$ cat src/rtl/dmem_port_arbiter_if.sv
// ============================================================================
// Module : dmem_port_arbiter_if
// Brief  : Requester ports and data-memory port for the dmem port arbiter.
// Rev    : 1.0
// ============================================================================
`default_nettype none

interface dmem_port_arbiter_if #(
  parameter int ALEN  = 32,
  parameter int XLEN  = 32,
  parameter int CNT_W = 16
);
  // port 0 : CPU load/store unit
  logic            p0_req;
  logic            p0_we;
  logic [3:0]      p0_be;
  logic [2:0]      p0_funct3;
  logic [ALEN-1:0] p0_addr;
  logic [XLEN-1:0] p0_wdata;
  logic            p0_gnt;
  logic            p0_rvalid;
  logic [XLEN-1:0] p0_rdata;
  logic            p0_stall;

  // port 1 : debug / loader engine
  logic            p1_req;
  logic            p1_we;
  logic [3:0]      p1_be;
  logic [2:0]      p1_funct3;
  logic [ALEN-1:0] p1_addr;
  logic [XLEN-1:0] p1_wdata;
  logic            p1_gnt;
  logic            p1_rvalid;
  logic [XLEN-1:0] p1_rdata;

  // data memory
  logic            mem_we;
  logic [3:0]      mem_be;
  logic [2:0]      mem_funct3;
  logic [ALEN-1:0] mem_addr;
  logic [XLEN-1:0] mem_wdata;
  logic [XLEN-1:0] mem_rdata;

  logic [CNT_W-1:0] conflict_cnt;

  modport slave (
    input  p0_req, p0_we, p0_be, p0_funct3, p0_addr, p0_wdata,
    input  p1_req, p1_we, p1_be, p1_funct3, p1_addr, p1_wdata,
    input  mem_rdata,
    output p0_gnt, p0_rvalid, p0_rdata, p0_stall,
    output p1_gnt, p1_rvalid, p1_rdata,
    output mem_we, mem_be, mem_funct3, mem_addr, mem_wdata,
    output conflict_cnt
  );

  modport master (
    output p0_req, p0_we, p0_be, p0_funct3, p0_addr, p0_wdata,
    output p1_req, p1_we, p1_be, p1_funct3, p1_addr, p1_wdata,
    output mem_rdata,
    input  p0_gnt, p0_rvalid, p0_rdata, p0_stall,
    input  p1_gnt, p1_rvalid, p1_rdata,
    input  mem_we, mem_be, mem_funct3, mem_addr, mem_wdata,
    input  conflict_cnt
  );
endinterface

`default_nettype wire

$ cat src/rtl/dmem_port_arbiter.sv
// ============================================================================
// Module : dmem_port_arbiter
// Brief  : Round-robin sharing of one data-memory port between the CPU LSU
//          (port 0) and the debug/loader engine (port 1), with load-response
//          routing through a tag pipeline matched to memory read latency.
// Rev    : 1.0
// ============================================================================
`default_nettype none

module dmem_port_arbiter #(
  parameter int ALEN   = 32,
  parameter int XLEN   = 32,
  parameter int RD_LAT = 1,
  parameter int CNT_W  = 16
) (
  input  logic                clk,
  input  logic                rst_n,
  dmem_port_arbiter_if.slave  bus
);

  localparam logic [CNT_W-1:0] C_CNT_MAX = '1;

  logic             r_last_gnt;
  logic [RD_LAT-1:0] r_tag_vld;
  logic [RD_LAT-1:0] r_tag_id;
  logic [CNT_W-1:0] r_conflict_cnt;

  logic w_gnt0;
  logic w_gnt1;
  logic w_both;
  logic w_load;

  // A tie goes to the port that did not win last time.
  assign w_both = bus.p0_req & bus.p1_req;
  assign w_gnt0 = rst_n & bus.p0_req & (~bus.p1_req | r_last_gnt);
  assign w_gnt1 = rst_n & bus.p1_req & (~bus.p0_req | ~r_last_gnt);
  assign w_load = (w_gnt0 & ~bus.p0_we) | (w_gnt1 & ~bus.p1_we);

  always_comb begin
    bus.mem_we     = 1'b0;
    bus.mem_be     = bus.p0_be;
    bus.mem_funct3 = bus.p0_funct3;
    bus.mem_addr   = bus.p0_addr;
    bus.mem_wdata  = bus.p0_wdata;
    if (w_gnt1) begin
      bus.mem_we     = bus.p1_we;
      bus.mem_be     = bus.p1_be;
      bus.mem_funct3 = bus.p1_funct3;
      bus.mem_addr   = bus.p1_addr;
      bus.mem_wdata  = bus.p1_wdata;
    end else if (w_gnt0) begin
      bus.mem_we = bus.p0_we;
    end
  end

  always_ff @(posedge clk) begin
    if (!rst_n) begin
      r_last_gnt <= 1'b1;
    end else if (w_gnt0) begin
      r_last_gnt <= 1'b0;
    end else if (w_gnt1) begin
      r_last_gnt <= 1'b1;
    end
  end

  // Stage 0 captures the granted load; the last stage lines up with mem_rdata.
  always_ff @(posedge clk) begin
    if (!rst_n) begin
      r_tag_vld <= '0;
      r_tag_id  <= '0;
    end else begin
      r_tag_vld[0] <= w_load;
      r_tag_id[0]  <= w_gnt1;
      for (int i = 1; i < RD_LAT; i++) begin
        r_tag_vld[i] <= r_tag_vld[i-1];
        r_tag_id[i]  <= r_tag_id[i-1];
      end
    end
  end

  always_ff @(posedge clk) begin
    if (!rst_n) begin
      r_conflict_cnt <= '0;
    end else if (w_both && (r_conflict_cnt != C_CNT_MAX)) begin
      r_conflict_cnt <= r_conflict_cnt + 1'b1;
    end
  end

  assign bus.p0_gnt       = w_gnt0;
  assign bus.p1_gnt       = w_gnt1;
  assign bus.p0_stall     = rst_n & bus.p0_req & ~w_gnt0;
  assign bus.p0_rvalid    = rst_n & r_tag_vld[RD_LAT-1] & ~r_tag_id[RD_LAT-1];
  assign bus.p1_rvalid    = rst_n & r_tag_vld[RD_LAT-1] &  r_tag_id[RD_LAT-1];
  assign bus.p0_rdata     = bus.mem_rdata;
  assign bus.p1_rdata     = bus.mem_rdata;
  assign bus.conflict_cnt = r_conflict_cnt;

endmodule

`default_nettype wire

$ cat src/flat_wrapper.sv
// flat-port wrapper written by rule: the top's interface ports become plain ports
module dmem_port_arbiter_flat 
#(
  parameter int ALEN   = 32,
  parameter int XLEN   = 32,
  parameter int RD_LAT = 1,
  parameter int CNT_W  = 16
)
  (clk, rst_n, bus_p0_req, bus_p0_we, bus_p0_be, bus_p0_funct3, bus_p0_addr, bus_p0_wdata, bus_p1_req, bus_p1_we, bus_p1_be, bus_p1_funct3, bus_p1_addr, bus_p1_wdata, bus_mem_rdata, bus_p0_gnt, bus_p0_rvalid, bus_p0_rdata, bus_p0_stall, bus_p1_gnt, bus_p1_rvalid, bus_p1_rdata, bus_mem_we, bus_mem_be, bus_mem_funct3, bus_mem_addr, bus_mem_wdata, bus_conflict_cnt);
  dmem_port_arbiter_if #(.ALEN(ALEN), .XLEN(XLEN), .CNT_W(CNT_W)) bus_i ();
  input  logic clk;
  input  logic rst_n;
  input wire logic [$bits(bus_i.p0_req)-1:0] bus_p0_req;
  input wire logic [$bits(bus_i.p0_we)-1:0] bus_p0_we;
  input wire logic [$bits(bus_i.p0_be)-1:0] bus_p0_be;
  input wire logic [$bits(bus_i.p0_funct3)-1:0] bus_p0_funct3;
  input wire logic [$bits(bus_i.p0_addr)-1:0] bus_p0_addr;
  input wire logic [$bits(bus_i.p0_wdata)-1:0] bus_p0_wdata;
  input wire logic [$bits(bus_i.p1_req)-1:0] bus_p1_req;
  input wire logic [$bits(bus_i.p1_we)-1:0] bus_p1_we;
  input wire logic [$bits(bus_i.p1_be)-1:0] bus_p1_be;
  input wire logic [$bits(bus_i.p1_funct3)-1:0] bus_p1_funct3;
  input wire logic [$bits(bus_i.p1_addr)-1:0] bus_p1_addr;
  input wire logic [$bits(bus_i.p1_wdata)-1:0] bus_p1_wdata;
  input wire logic [$bits(bus_i.mem_rdata)-1:0] bus_mem_rdata;
  output wire logic [$bits(bus_i.p0_gnt)-1:0] bus_p0_gnt;
  output wire logic [$bits(bus_i.p0_rvalid)-1:0] bus_p0_rvalid;
  output wire logic [$bits(bus_i.p0_rdata)-1:0] bus_p0_rdata;
  output wire logic [$bits(bus_i.p0_stall)-1:0] bus_p0_stall;
  output wire logic [$bits(bus_i.p1_gnt)-1:0] bus_p1_gnt;
  output wire logic [$bits(bus_i.p1_rvalid)-1:0] bus_p1_rvalid;
  output wire logic [$bits(bus_i.p1_rdata)-1:0] bus_p1_rdata;
  output wire logic [$bits(bus_i.mem_we)-1:0] bus_mem_we;
  output wire logic [$bits(bus_i.mem_be)-1:0] bus_mem_be;
  output wire logic [$bits(bus_i.mem_funct3)-1:0] bus_mem_funct3;
  output wire logic [$bits(bus_i.mem_addr)-1:0] bus_mem_addr;
  output wire logic [$bits(bus_i.mem_wdata)-1:0] bus_mem_wdata;
  output wire logic [$bits(bus_i.conflict_cnt)-1:0] bus_conflict_cnt;
  assign bus_i.p0_req = bus_p0_req;
  assign bus_i.p0_we = bus_p0_we;
  assign bus_i.p0_be = bus_p0_be;
  assign bus_i.p0_funct3 = bus_p0_funct3;
  assign bus_i.p0_addr = bus_p0_addr;
  assign bus_i.p0_wdata = bus_p0_wdata;
  assign bus_i.p1_req = bus_p1_req;
  assign bus_i.p1_we = bus_p1_we;
  assign bus_i.p1_be = bus_p1_be;
  assign bus_i.p1_funct3 = bus_p1_funct3;
  assign bus_i.p1_addr = bus_p1_addr;
  assign bus_i.p1_wdata = bus_p1_wdata;
  assign bus_i.mem_rdata = bus_mem_rdata;
  assign bus_p0_gnt = bus_i.p0_gnt;
  assign bus_p0_rvalid = bus_i.p0_rvalid;
  assign bus_p0_rdata = bus_i.p0_rdata;
  assign bus_p0_stall = bus_i.p0_stall;
  assign bus_p1_gnt = bus_i.p1_gnt;
  assign bus_p1_rvalid = bus_i.p1_rvalid;
  assign bus_p1_rdata = bus_i.p1_rdata;
  assign bus_mem_we = bus_i.mem_we;
  assign bus_mem_be = bus_i.mem_be;
  assign bus_mem_funct3 = bus_i.mem_funct3;
  assign bus_mem_addr = bus_i.mem_addr;
  assign bus_mem_wdata = bus_i.mem_wdata;
  assign bus_conflict_cnt = bus_i.conflict_cnt;
  dmem_port_arbiter #(.ALEN(ALEN), .XLEN(XLEN), .RD_LAT(RD_LAT), .CNT_W(CNT_W)) u_core (.clk(clk), .rst_n(rst_n), .bus(bus_i));
endmodule
$ cat config.mk
export PLATFORM = sky130hd
export DESIGN_NAME = dmem_port_arbiter_flat
export DESIGN_NICKNAME = d
export VERILOG_FILES = /design/src/rtl/dmem_port_arbiter_if.sv /design/src/rtl/dmem_port_arbiter.sv /design/src/flat_wrapper.sv
export SDC_FILE = /design/constraint.sdc
export NUM_CORES = 1
export LEC_CHECK = 0
export ABC_CLOCK_PERIOD_IN_PS = 2450
export BUFFER_PORTS_ARGS = -buffer_cell sky130_fd_sc_hd__buf_4
export CORE_AREA = 2 2 130 132
export CTS_CLUSTER_DIAMETER = 30
export DETAILED_ROUTE_END_ITERATION = 12
export DIE_AREA = 0 0 132 134
export SETUP_SLACK_MARGIN = 0.2
export SLEW_MARGIN = 20
export SYNTH_ARGS = -nofsm -noshare
export SYNTH_HDL_FRONTEND = slang
export SYNTH_SLANG_ARGS = --single-unit
$ cat constraint.sdc
create_clock -name clk -period 2.45 [get_ports clk]
set_input_delay 0.1225 -clock clk [delete_from_list [all_inputs] [get_ports clk]]
set_output_delay 0.1225 -clock clk [all_outputs]
set_load 0.02 [all_outputs]
==> results of run 1 <==
==> cell usage in the layout (no fill, tap or decap) <==
master,instances
and3_4,2
or4_1,5
a211oi_1,2
o2111ai_4,1
clkbuf_16,3
clkinv_2,1
dfxtp_1,19
o21ai_1,2
mux2i_1,2
and2_1,1
o31ai_1,5
nand4_1,4
nor4_2,1
nand2_1,11
nand2b_1,3
xor2_1,1
o21ai_0,6
ha_1,1
or3_1,4
nor2_1,3
inv_1,4
nor3_1,3
buf_12,1
a22o_1,1
and4_4,1
or2_1,1
or3_4,1
nand3_1,6
a31oi_1,2
mux2_1,71
and4_2,1
and3_1,5
buf_4,241
and4_1,2
nand4_2,1
a21oi_1,11
==> worst min-delay path by stage <==
stage	from	to	cells past startpoint
floorplan	bus_p0_we	u_core.r_tag_vld	1
global placement	bus_mem_rdata[27]	bus_p1_rdata[27]	0
detailed placement	bus_mem_rdata[27]	bus_p1_rdata[27]	0
CTS	bus_p0_we	u_core.r_tag_vld	2
global route	bus_p0_we	u_core.r_tag_vld	2
finish	bus_p0_we	u_core.r_tag_vld	2
==> cell families after synthesis <==
| logic type | Yosys count | synth area share, % |
|---|---|---|
| compound gates | 30 | 8.45 |
| xor+xnor | 1 | 0.379 |
| fa+ha+maj | 1 | 0.541 |
| buf+inv | 79 | 24.0 |
| flops | 19 | 16.5 |
| mux | 73 | 35.5 |
| simple gates | 55 | 14.7 |
==> where the power goes <==
group,total (W),switching [W],internal [W]
Sequential,0.000318,0.00000392,0.000314
Combinational,0.000611,0.000280,0.000331
Clock,0.000349,0.000130,0.000219
==> final cells by class <==
type                            instances  area share [%]
Timing Repair Buffer                  242            46.2
Multi-Input combinational cell        160            34.9
Sequential cell                        19            9.60
Tap cell                              220            6.95
Clock buffer                            3            1.90
Inverter                                4           0.379
Clock inverter                          1           0.126
==> registers in the layout, summed over array words and instances (netlist names) <==
signal	count
u_core.r_last_gnt	1
u_core.r_tag_id	1
u_core.bus.conflict_cnt	16
u_core.r_tag_vld	1
==> layer usage <==
| metal | vias to the layer above | global-route usage (%) | share of wire (%) |
|---|---|---|---|
| li1 | 1212 | - | - |
| met1 | 1123 | 14.2 | 42 |
| met2 | 163 | 20.3 | 47 |
| met3 | 4 | 4.95 | 10 |
| met4 | 2 | 1.21 | 0.24 |
| met5 | - | 0 | 0.11 |
==> through the flow <==
| stage | cell area [um^2] | hold WS [ns] | cells | power [W] | util [%] |
|---|---|---|---|---|---|
| 3_5_place_dp | 3880 | 0.245 | 645 | 0.000939 | 23.8 |
| 4_1_cts | 3960 | 0.0825 | 649 | 0.00130 | 24.3 |
| 2_1_floorplan | 2310 | 0.234 | 258 | 0.000726 | - |
| 5_1_grt | 3960 | 0.0858 | 649 | 0.00134 | 24.3 |
| 6_report | 3960 | 0.0822 | 649 | 0.00128 | 24.3 |
| 3_3_place_gp | 3880 | 0.245 | 645 | 0.000938 | 23.8 |
==> worst max-delay path, stage by stage, from the launching register on <==
cell and delay, ns:
dfxtp_1 0.33, nand2_1 0.10, and3_4 0.43, buf_12 0.27, mux2_1 0.39, buf_4 0.17
==> impl_metrics.py, run 1 <==
metrics = {
    "place": {
        "io_buffers": 240,
        "pre_cts_ws_ns": 0.596,
        "routabilityCongestion": 0.824,
        "hpwl_um": 9970,
    },
    "setup_path": {
        "timing.rr.start": "u_core.bus.conflict_cnt[0]",
        "ff2ff_path_depth": 5,
        "r2r_slack_ns": 0.72,
        "endpoint_kind": "output pin",
        "r2r-end": "u_core.bus.conflict_cnt[5]",
        "setup.worst_path.start": "u_core.r_last_gnt",
        "worstPathMaxFanout": 38,
        "arrival_ns": 2.00,
        "cp-start-kind": "flip-flop",
        "crit_end": "bus_mem_addr[5]",
        "required_ns": 2.33,
        "path_class": "flip-flop to output pin",
    },
    "sta": {
        "clock.fmax_mhz": 472,
        "setup_viol": 0,
        "finalWorstSetupSlack_ns": 0.331,
        "drv_slew": 0,
        "finClkSkew_ns": 0.00707,
        "setup_tns_ns": 0,
        "worst_pin_slew_ns": 0.493,
        "post-route-min-period_ns": 2.12,
        "final_hold_viol_count": 0,
        "rsz0062_at_grt": "no",
        "fin_crit_sh_pct": 86.5,
        "slew_headroom_pct": 67.1,
    },
    "clocking": {
        "cts_tree": "done",
        "cts_htree_levels": 1,
        "cts_resized": 0,
        "cts.sinks": 19,
        "clk_latency_ns": 0.26,
        "holdBufCountCts": 0,
        "cts_root_buf": "clkbuf_16",
        "numCtsBuffers": 3,
        "postCtsSetupBuffers": 0,
        "clk_path_buf_depth": 2,
        "clkTransAtPathRegs_ns": 0.06,
    },
    "yosys": {
        "synthDistinctLibCells": 36,
        "synthTopCellsByArea": "mux2_1, buf_4, dfxtp_1, a21oi_1, nand2_1",
        "ys_seq_elements": 19,
        "yosysTopAreaCellShare_pct": 34.6,
        "synthCells": 258,
        "synth_common_cells": "mux2_1, buf_4, dfxtp_1",
        "syn-cell-area_um2": 2310,
        "synth_fp_nets": 439,
        "synth_edf_count": 0,
        "synth-seq-area-share_pct": 16.5,
        "ys.warnings.count": 0,
        "ys.flop_type": "dfxtp_1",
        "synth_area_leader_cell": "mux2_1",
        "yosysMostFrequentCell": "mux2_1",
        "syn_avg_cell_area_um2": 8.96,
        "ys_async_sr_fraction_pct": 0,
    },
    "finish": {
        "drive_above_1_share_pct": 59.2,
        "num-nets-final": 611,
        "nFillCells": 1809,
        "multiInputGateArea_um2": 1380,
        "seqCellArea_um2": 380,
        "insertedDiodeCount": 0,
        "area_growth_pct": 71.4,
    },
    "power": {
        "leakage_nw": 1.83,
        "ir_worst_vdd_mv": 0.307,
        "p_per_area_nw_per_um2": 323,
    },
    "drt": {
        "first_pass_iters": 4,
        "postRouteAntennaNets": 0,
        "drt_wl_total_um": 11300,
        "remaining_drc_errors": 0,
        "vias_per_cell": 3.86,
        "vias": 2504,
        "drtIter0Drc": 34,
        "post_drt_wl_per_cell_um": 17.5,
    },
    "global_route": {
        "grt_pass1_wl_um": 15800,
        "track_usage_pct": 11.8,
        "grt_pass1_vias": 2538,
        "grt_max_degree": 39,
        "antenna_found_initial": 1,
        "overflow": 0,
    },
    "floorplan": {
        "start_util_pct": 14.2,
        "rows": 47,
        "ios": 337,
        "die_w_um": 132,
        "core_um2": 16300,
        "die_h_um": 134,
        "die_area_um2": 17700,
    },
    "worst_hold_path": {
        "hp-class": "input pin to flip-flop",
    },
    "run_status": {
        "status": "complete, no violations",
    },
    "flow_run": {
        "maxCapViolations": 0,
    },
}
(Power assumes the default switching activity.)
==> run 2, diff against run 1 <==
--- a/config.mk
+++ b/config.mk
@@ -5,12 +5,13 @@
 export SDC_FILE = /design/constraint.sdc
 export NUM_CORES = 1
 export LEC_CHECK = 0
+export ABC_AREA = 1
 export ABC_CLOCK_PERIOD_IN_PS = 2450
 export BUFFER_PORTS_ARGS = -buffer_cell sky130_fd_sc_hd__buf_4
-export CORE_AREA = 2 2 130 132
+export CORE_AREA = 2 2 132 134
 export CTS_CLUSTER_DIAMETER = 30
 export DETAILED_ROUTE_END_ITERATION = 12
-export DIE_AREA = 0 0 132 134
+export DIE_AREA = 0 0 134 136
 export SETUP_SLACK_MARGIN = 0.2
 export SLEW_MARGIN = 20
 export SYNTH_ARGS = -nofsm -noshare
==> run 2 against run 1 <==
Critical path depth up 1; largest cell class unchanged; register-to-register slack improved by 0.18 ns; die area up 3.0%; global-route usage down 0.66 points; first-iteration DRC count rose to 4.9 times the previous value; count of clock-buffer cells in the layout increased by 1; final cell count grew 31%.
==> impl_metrics.py, run 2 <==
metrics = {
    "yosys": {
        "synth-seq-area-share_pct": 15.5,
        "synthTopCellsByArea": "nand2_1, buf_4, dfxtp_1, nor2_1, nand3_1",
        "synthCells": 463,
        "synthDistinctLibCells": 25,
        "syn-cell-area_um2": 2450,
        "ys_seq_elements": 19,
        "synth_edf_count": 0,
        "yosysMostFrequentCell": "nand2_1",
        "synth_common_cells": "nand2_1, buf_4, nor2_1",
        "syn_avg_cell_area_um2": 5.29,
        "ys.flop_type": "dfxtp_1",
        "synth_fp_nets": 644,
        "ys.warnings.count": 0,
        "yosysTopAreaCellShare_pct": 39.5,
        "synth_area_leader_cell": "nand2_1",
        "ys_async_sr_fraction_pct": 0,
    },
    "setup_path": {
        "worstPathMaxFanout": 73,
        "cp-start-kind": "flip-flop",
        "crit_slowest_cell": "buf_6",
        "path_cells": "nand2_1 -> nand3_4 -> buf_6 -> nand2_1 -> nand2_1 -> buf_4",
        "crit_top_cell": "nand2_1",
        "path_class": "flip-flop to output pin",
        "required_ns": 2.33,
        "max_stage_delay_ns": 0.41,
        "arrival_ns": 1.81,
        "endpoint_kind": "output pin",
    },
    "sta": {
        "final_hold_viol_count": 0,
        "drv_slew": 0,
        "fin_crit_sh_pct": 78.7,
        "setup_viol": 0,
        "setup_tns_ns": 0,
        "clock.fmax_mhz": 518,
        "finClkSkew_ns": 0.00202,
        "rsz0062_at_grt": "no",
        "worst_pin_slew_ns": 0.556,
        "post-route-min-period_ns": 1.93,
        "finalWorstSetupSlack_ns": 0.521,
        "slew_headroom_pct": 62.9,
    },
    "clocking": {
        "numCtsBuffers": 3,
        "cts.sinks": 19,
        "clkTransAtPathRegs_ns": 0.05,
        "cts_htree_levels": 1,
        "clk_path_buf_depth": 2,
        "cts_root_buf": "clkbuf_16",
        "postCtsSetupBuffers": 0,
        "cts_tree": "done",
        "clk_latency_ns": 0.26,
    },
    "drt": {
        "post_drt_wl_per_cell_um": 13.2,
        "drtIter0Drc": 167,
        "remaining_drc_errors": 0,
        "vias_per_cell": 3.85,
        "vias": 3278,
        "postRouteAntennaNets": 0,
        "first_pass_iters": 4,
        "drt_wl_total_um": 11200,
    },
    "power": {
        "pwr-share-comb_pct": 49.9,
        "internal_power_w": 0.000869,
        "seqPwrFrac_pct": 24.1,
        "switching_share_pct": 34.6,
        "p_per_area_nw_per_um2": 326,
        "power_frac_clock_pct": 26.0,
        "leakage_nw": 2.30,
        "switching_power_w": 0.000460,
        "ir_worst_vdd_mv": 0.193,
    },
    "global_route": {
        "grt_pass1_wl_um": 16000,
        "overflow": 0,
        "track_usage_pct": 11.2,
        "grt_max_degree": 74,
        "grt_pass1_vias": 2887,
        "antenna_found_initial": 0,
    },
    "place": {
        "hpwl_um": 9370,
        "io_buffers": 240,
        "routabilityCongestion": 0.820,
        "pre_cts_ws_ns": 0.530,
    },
    "floorplan": {
        "rows": 48,
        "die_w_um": 134,
        "start_util_pct": 14.5,
        "die_area_um2": 18200,
        "ios": 337,
        "core_um2": 16900,
        "die_h_um": 136,
    },
    "worst_hold_path": {
        "hp-class": "input pin to flip-flop",
    },
    "flow_run": {
        "maxCapViolations": 0,
    },
    "finish": {
        "num-nets-final": 808,
        "final_common_cell": "nand2_1",
        "area_growth_pct": 66.3,
        "insertedDiodeCount": 0,
        "drive_above_1_share_pct": 41.1,
        "largest_reg_flops": 16,
        "final_cell_mix": "nand2_1, buf_4, nor2_1, nand3_1, dfxtp_1",
    },
    "run_status": {
        "status": "complete, no violations",
    },
}
-- run 2: changes by cell type in the layout (fill, tap and decap cells not counted), moves of 3 or more --
cell      delta
and3_1       -5
or4_1        -5
or3_1        -4
nand2b_1     -3
nand2_1    +247
o31ai_1      -5
nor2_1      +31
nor2_4       +3
inv_1       +10
o21ai_0      -5
nand3_1     +13
mux2_1      -71
inv_2        +3
-- run 2: power groups by stage --
stage               logic (W)  registers, W  clock network, W
floorplan            0.000435      0.000328                 0
global placement     0.000669      0.000327                 0
detailed placement   0.000667      0.000327                 0
CTS                  0.000670      0.000320          0.000353
global route         0.000717      0.000320          0.000366
finish               0.000663      0.000320          0.000346
-- run 2: layout make-up --
type / count / area [um^2]
Timing Repair Buffer: 242 / 1830
Sequential cell: 19 / 380
Multi-Input combinational cell: 344 / 1440
Clock buffer: 4 / 78.8
Inverter: 17 / 63.8
Tap cell: 225 / 282
Fill cell: 1936 / 12800
-- run 2: path summary, 6_finish.rpt --
| path | start | end | slack, ns | depth (start not counted) |
|---|---|---|---|---|
| worst max-delay path | u_core.r_last_gnt | bus_mem_wdata[16] | 0.52 | 6 |
| worst min-delay path | bus_p0_we | u_core.r_tag_vld | 0.11 | 2 |
| worst max register to register | u_core.bus.conflict_cnt[1] | u_core.bus.conflict_cnt[14] | 0.90 | 6 |
| worst min register to register | u_core.r_last_gnt | u_core.r_last_gnt | 0.51 | 2 |
-- run 2: what timing repair did --
action / CTS / global route
hold buffers: 0 / 0
gates resized for setup: 0 / 1
endpoints found under the setup margin: 0 / 1
-- run 2: critical path: cells and delay by family, from the launching register on --
kind                   cells  cell delay, ns
DFF                        1            0.32
buffers and inverters      2            0.56
and+or+nand+nor            4            0.59
-- run 2: cells by family (layout without fill, tap and decap cells) --
family / count (synthesis) / in the layout / share of synthesized area (%)
AND/OR/NAND/NOR: 326 / 326 / 53.8
buffers and inverters: 100 / 263 / 26.4
flip-flops: 19 / 19 / 15.5
AO/OA/AOI/OAI: 17 / 17 / 3.83
adder cells (fa/ha/maj): 1 / 1 / 0.511
-- run 2: per-layer routing --
| metal | global-route usage, % | share of wire (%) | wire (um) | vias to the layer above |
|---|---|---|---|---|
| met5 | 0 | 0 | 0 | - |
| met4 | 1.36 | 0.55 | 62 | 0 |
| met3 | 4.55 | 11 | 1250 | 7 |
| met2 | 18.3 | 47 | 5260 | 188 |
| met1 | 14.1 | 41 | 4640 | 1415 |
| li1 | - | - | - | 1668 |
-- run 2: per-stage QoR --
step | hold slack [ns] | total power (W) | std cells | util [%] | instance area, um^2
final | 0.107 | 0.00133 | 851 | 24.1 | 4070
after global routing | 0.127 | 0.00140 | 851 | 24.1 | 4070
after CTS | 0.129 | 0.00134 | 851 | 24.1 | 4070
after detailed placement | 0.245 | 0.000994 | 847 | 23.7 | 3990
after global placement | 0.245 | 0.000996 | 847 | 23.7 | 3990
after floorplan | 0.229 | 0.000763 | 463 | - | 2450
==> run 3, diff against run 2 <==
--- a/config.mk
+++ b/config.mk
@@ -6,12 +6,12 @@
 export NUM_CORES = 1
 export LEC_CHECK = 0
 export ABC_AREA = 1
-export ABC_CLOCK_PERIOD_IN_PS = 2450
+export ABC_CLOCK_PERIOD_IN_PS = 1700
 export BUFFER_PORTS_ARGS = -buffer_cell sky130_fd_sc_hd__buf_4
-export CORE_AREA = 2 2 132 134
+export CORE_AREA = 2 2 131 133
 export CTS_CLUSTER_DIAMETER = 30
 export DETAILED_ROUTE_END_ITERATION = 12
-export DIE_AREA = 0 0 134 136
+export DIE_AREA = 0 0 133 135
 export SETUP_SLACK_MARGIN = 0.2
 export SLEW_MARGIN = 20
 export SYNTH_ARGS = -nofsm -noshare
==> constraint.sdc (replaced) <==
create_clock -name clk -period 1.7 [get_ports clk]
set_input_delay 0.085 -clock clk [delete_from_list [all_inputs] [get_ports clk]]
set_output_delay 0.085 -clock clk [all_outputs]
set_load 0.02 [all_outputs]
==> run 3 against run 2 <==
Die area down 1.5%; critical path depth up 3; count of clock-buffer cells in the layout unchanged; critical path type unchanged; combinational power up 84%; cell area up 21%; utilization up 5.9 points; first-iteration DRC count down 11%; total power up 64%; clock power up 44%; register-to-register slack worse by 0.60 ns; critical endpoint is now bus_mem_wdata[24].
==> impl_metrics.py, run 3 (synthesized netlist as in run 2, its figures left out) <==
metrics = {
    "power": {
        "leakage_nw": 2.66,
        "p_per_area_nw_per_um2": 444,
        "ir_worst_vdd_mv": 0.258,
        "power_w": 0.00218,
    },
    "global_route": {
        "met2_usage_pct": 23.4,
        "overflow": 0,
        "antenna_found_initial": 1,
        "grt_pass1_vias": 3293,
        "track_usage_pct": 13.6,
        "use_met3_pct": 4.77,
        "grt_pass1_wl_um": 18900,
        "grt_max_degree": 37,
        "grt.busiest_layer": "met2",
        "met1_usage_pct": 16.8,
    },
    "drt": {
        "vias_per_cell": 3.99,
        "post_drt_wl_per_cell_um": 16.1,
        "remaining_drc_errors": 0,
        "drt_wl_total_um": 14100,
        "drtIter0Drc": 149,
        "vias": 3490,
        "first_pass_iters": 4,
        "postRouteAntennaNets": 0,
    },
    "floorplan": {
        "die_w_um": 133,
        "core_um2": 16400,
        "start_util_pct": 14.9,
        "die_h_um": 135,
        "ios": 337,
        "die_area_um2": 18000,
        "rows": 47,
    },
    "sta": {
        "finClkSkew_ns": 0.00171,
        "clock.fmax_mhz": 646,
        "fin_crit_sh_pct": 91.1,
        "rsz0062_at_grt": "yes",
        "worst_pin_slew_ns": 0.277,
        "hold_slack_ns": 0.0264,
        "drv_slew": 0,
        "slew_headroom_pct": 81.4,
        "post-route-min-period_ns": 1.55,
        "final_hold_viol_count": 0,
        "setup_viol": 0,
        "setup_tns_ns": 0,
        "finalWorstSetupSlack_ns": 0.151,
    },
    "finish": {
        "postLayoutCoreUtil_pct": 30.0,
        "nFillCells": 1813,
        "final_cell_mix": "buf_4, nand2_1, nand2_2, buf_6, nor2_1",
        "area_growth_pct": 101,
        "num-nets-final": 836,
        "final_common_cell": "buf_4",
        "insertedDiodeCount": 0,
        "drive_above_1_share_pct": 54.1,
        "largest_reg_flops": 16,
    },
    "setup_path": {
        "arrival_ns": 1.46,
        "endpoint_kind": "output pin",
        "path_class": "flip-flop to output pin",
        "required_ns": 1.62,
        "worstPathMaxFanout": 7,
        "cp-start-kind": "flip-flop",
    },
    "clocking": {
        "cts_tree": "done",
        "cts_root_buf": "clkbuf_16",
        "clkTransAtPathRegs_ns": 0.06,
        "cts.sinks": 19,
        "clk_path_buf_depth": 2,
        "clk_latency_ns": 0.25,
        "holdBufCountCts": 0,
        "numCtsBuffers": 3,
        "cts_htree_levels": 1,
    },
    "worst_hold_path": {
        "hp-class": "input pin to flip-flop",
    },
    "flow_run": {
        "maxCapViolations": 0,
    },
    "place": {
        "hpwl_um": 9830,
        "routabilityCongestion": 0.782,
        "pre_cts_ws_ns": 0.189,
        "io_buffers": 240,
    },
    "run_status": {
        "status": "complete, no violations",
    },
}
==> run 3: per-stage QoR <==
stage,cell area [um^2],cells
CTS,4570,867
global route,4920,874
global placement,4050,847
detailed placement,4050,847
floorplan,2450,463
finish,4920,874
==> run 3: layer usage <==
| metal | vias up | routed length (um) |
|---|---|---|
| met3 | 14 | 1280 |
| met4 | 2 | 167 |
| met1 | 1529 | 5770 |
| li1 | 1739 | - |
| met5 | - | 13 |
| met2 | 206 | 6840 |
==> run 3: final cells by class <==
cell class	count	area [um^2]	area share, %
inverter	17	73.8	1.50
timing repair buffer	269	2440	49.5
tap	220	275	5.59
clock buffer	4	78.8	1.60
sequential	19	390	7.93
multi-input combinational	345	1670	33.9
==> run 3: worst max-delay path, cell delays in order (launching register included) <==
cell and delay (ns):
dfxtp_2 0.33, nand2_2 0.06, nand3_4 0.11, inv_8 0.06, buf_12 0.13, buf_12 0.12, clkbuf_16 0.16, nand2_2 0.07
nand2_2 0.05, buf_6 0.12
==> run 3: worst paths after layout <==
check                                    from                     endpoint  slack (ns)  cells past startpoint
setup / recovery            u_core.r_last_gnt            bus_mem_wdata[24]        0.15                      9
hold / removal                      bus_p0_we             u_core.r_tag_vld        0.03                      2
setup reg to reg  u_core.bus.conflict_cnt[14]   u_core.bus.conflict_cnt[7]        0.30                      5
hold reg to reg   u_core.bus.conflict_cnt[12]  u_core.bus.conflict_cnt[12]        0.49                      2
==> run 3: power by group <==
| part | leakage (nW) | internal (W) | switching (W) |
|---|---|---|---|
| Sequential | 0.156 | 0.000454 | 0.00000806 |
| Clock | 0.0382 | 0.000320 | 0.000178 |
| Combinational | 2.46 | 0.000641 | 0.000583 |
| Total | 2.66 | 0.00141 | 0.000770 |
==> run 3: what timing repair did <==
item / in CTS / in global routing
setup endpoints to repair: 77 / 87
resized for setup: 53 / 76
buffers inserted: 10 / 2
endpoints found under the hold margin: 0 / 0
cloned: 6 / 5
pin swaps: 2 / 25
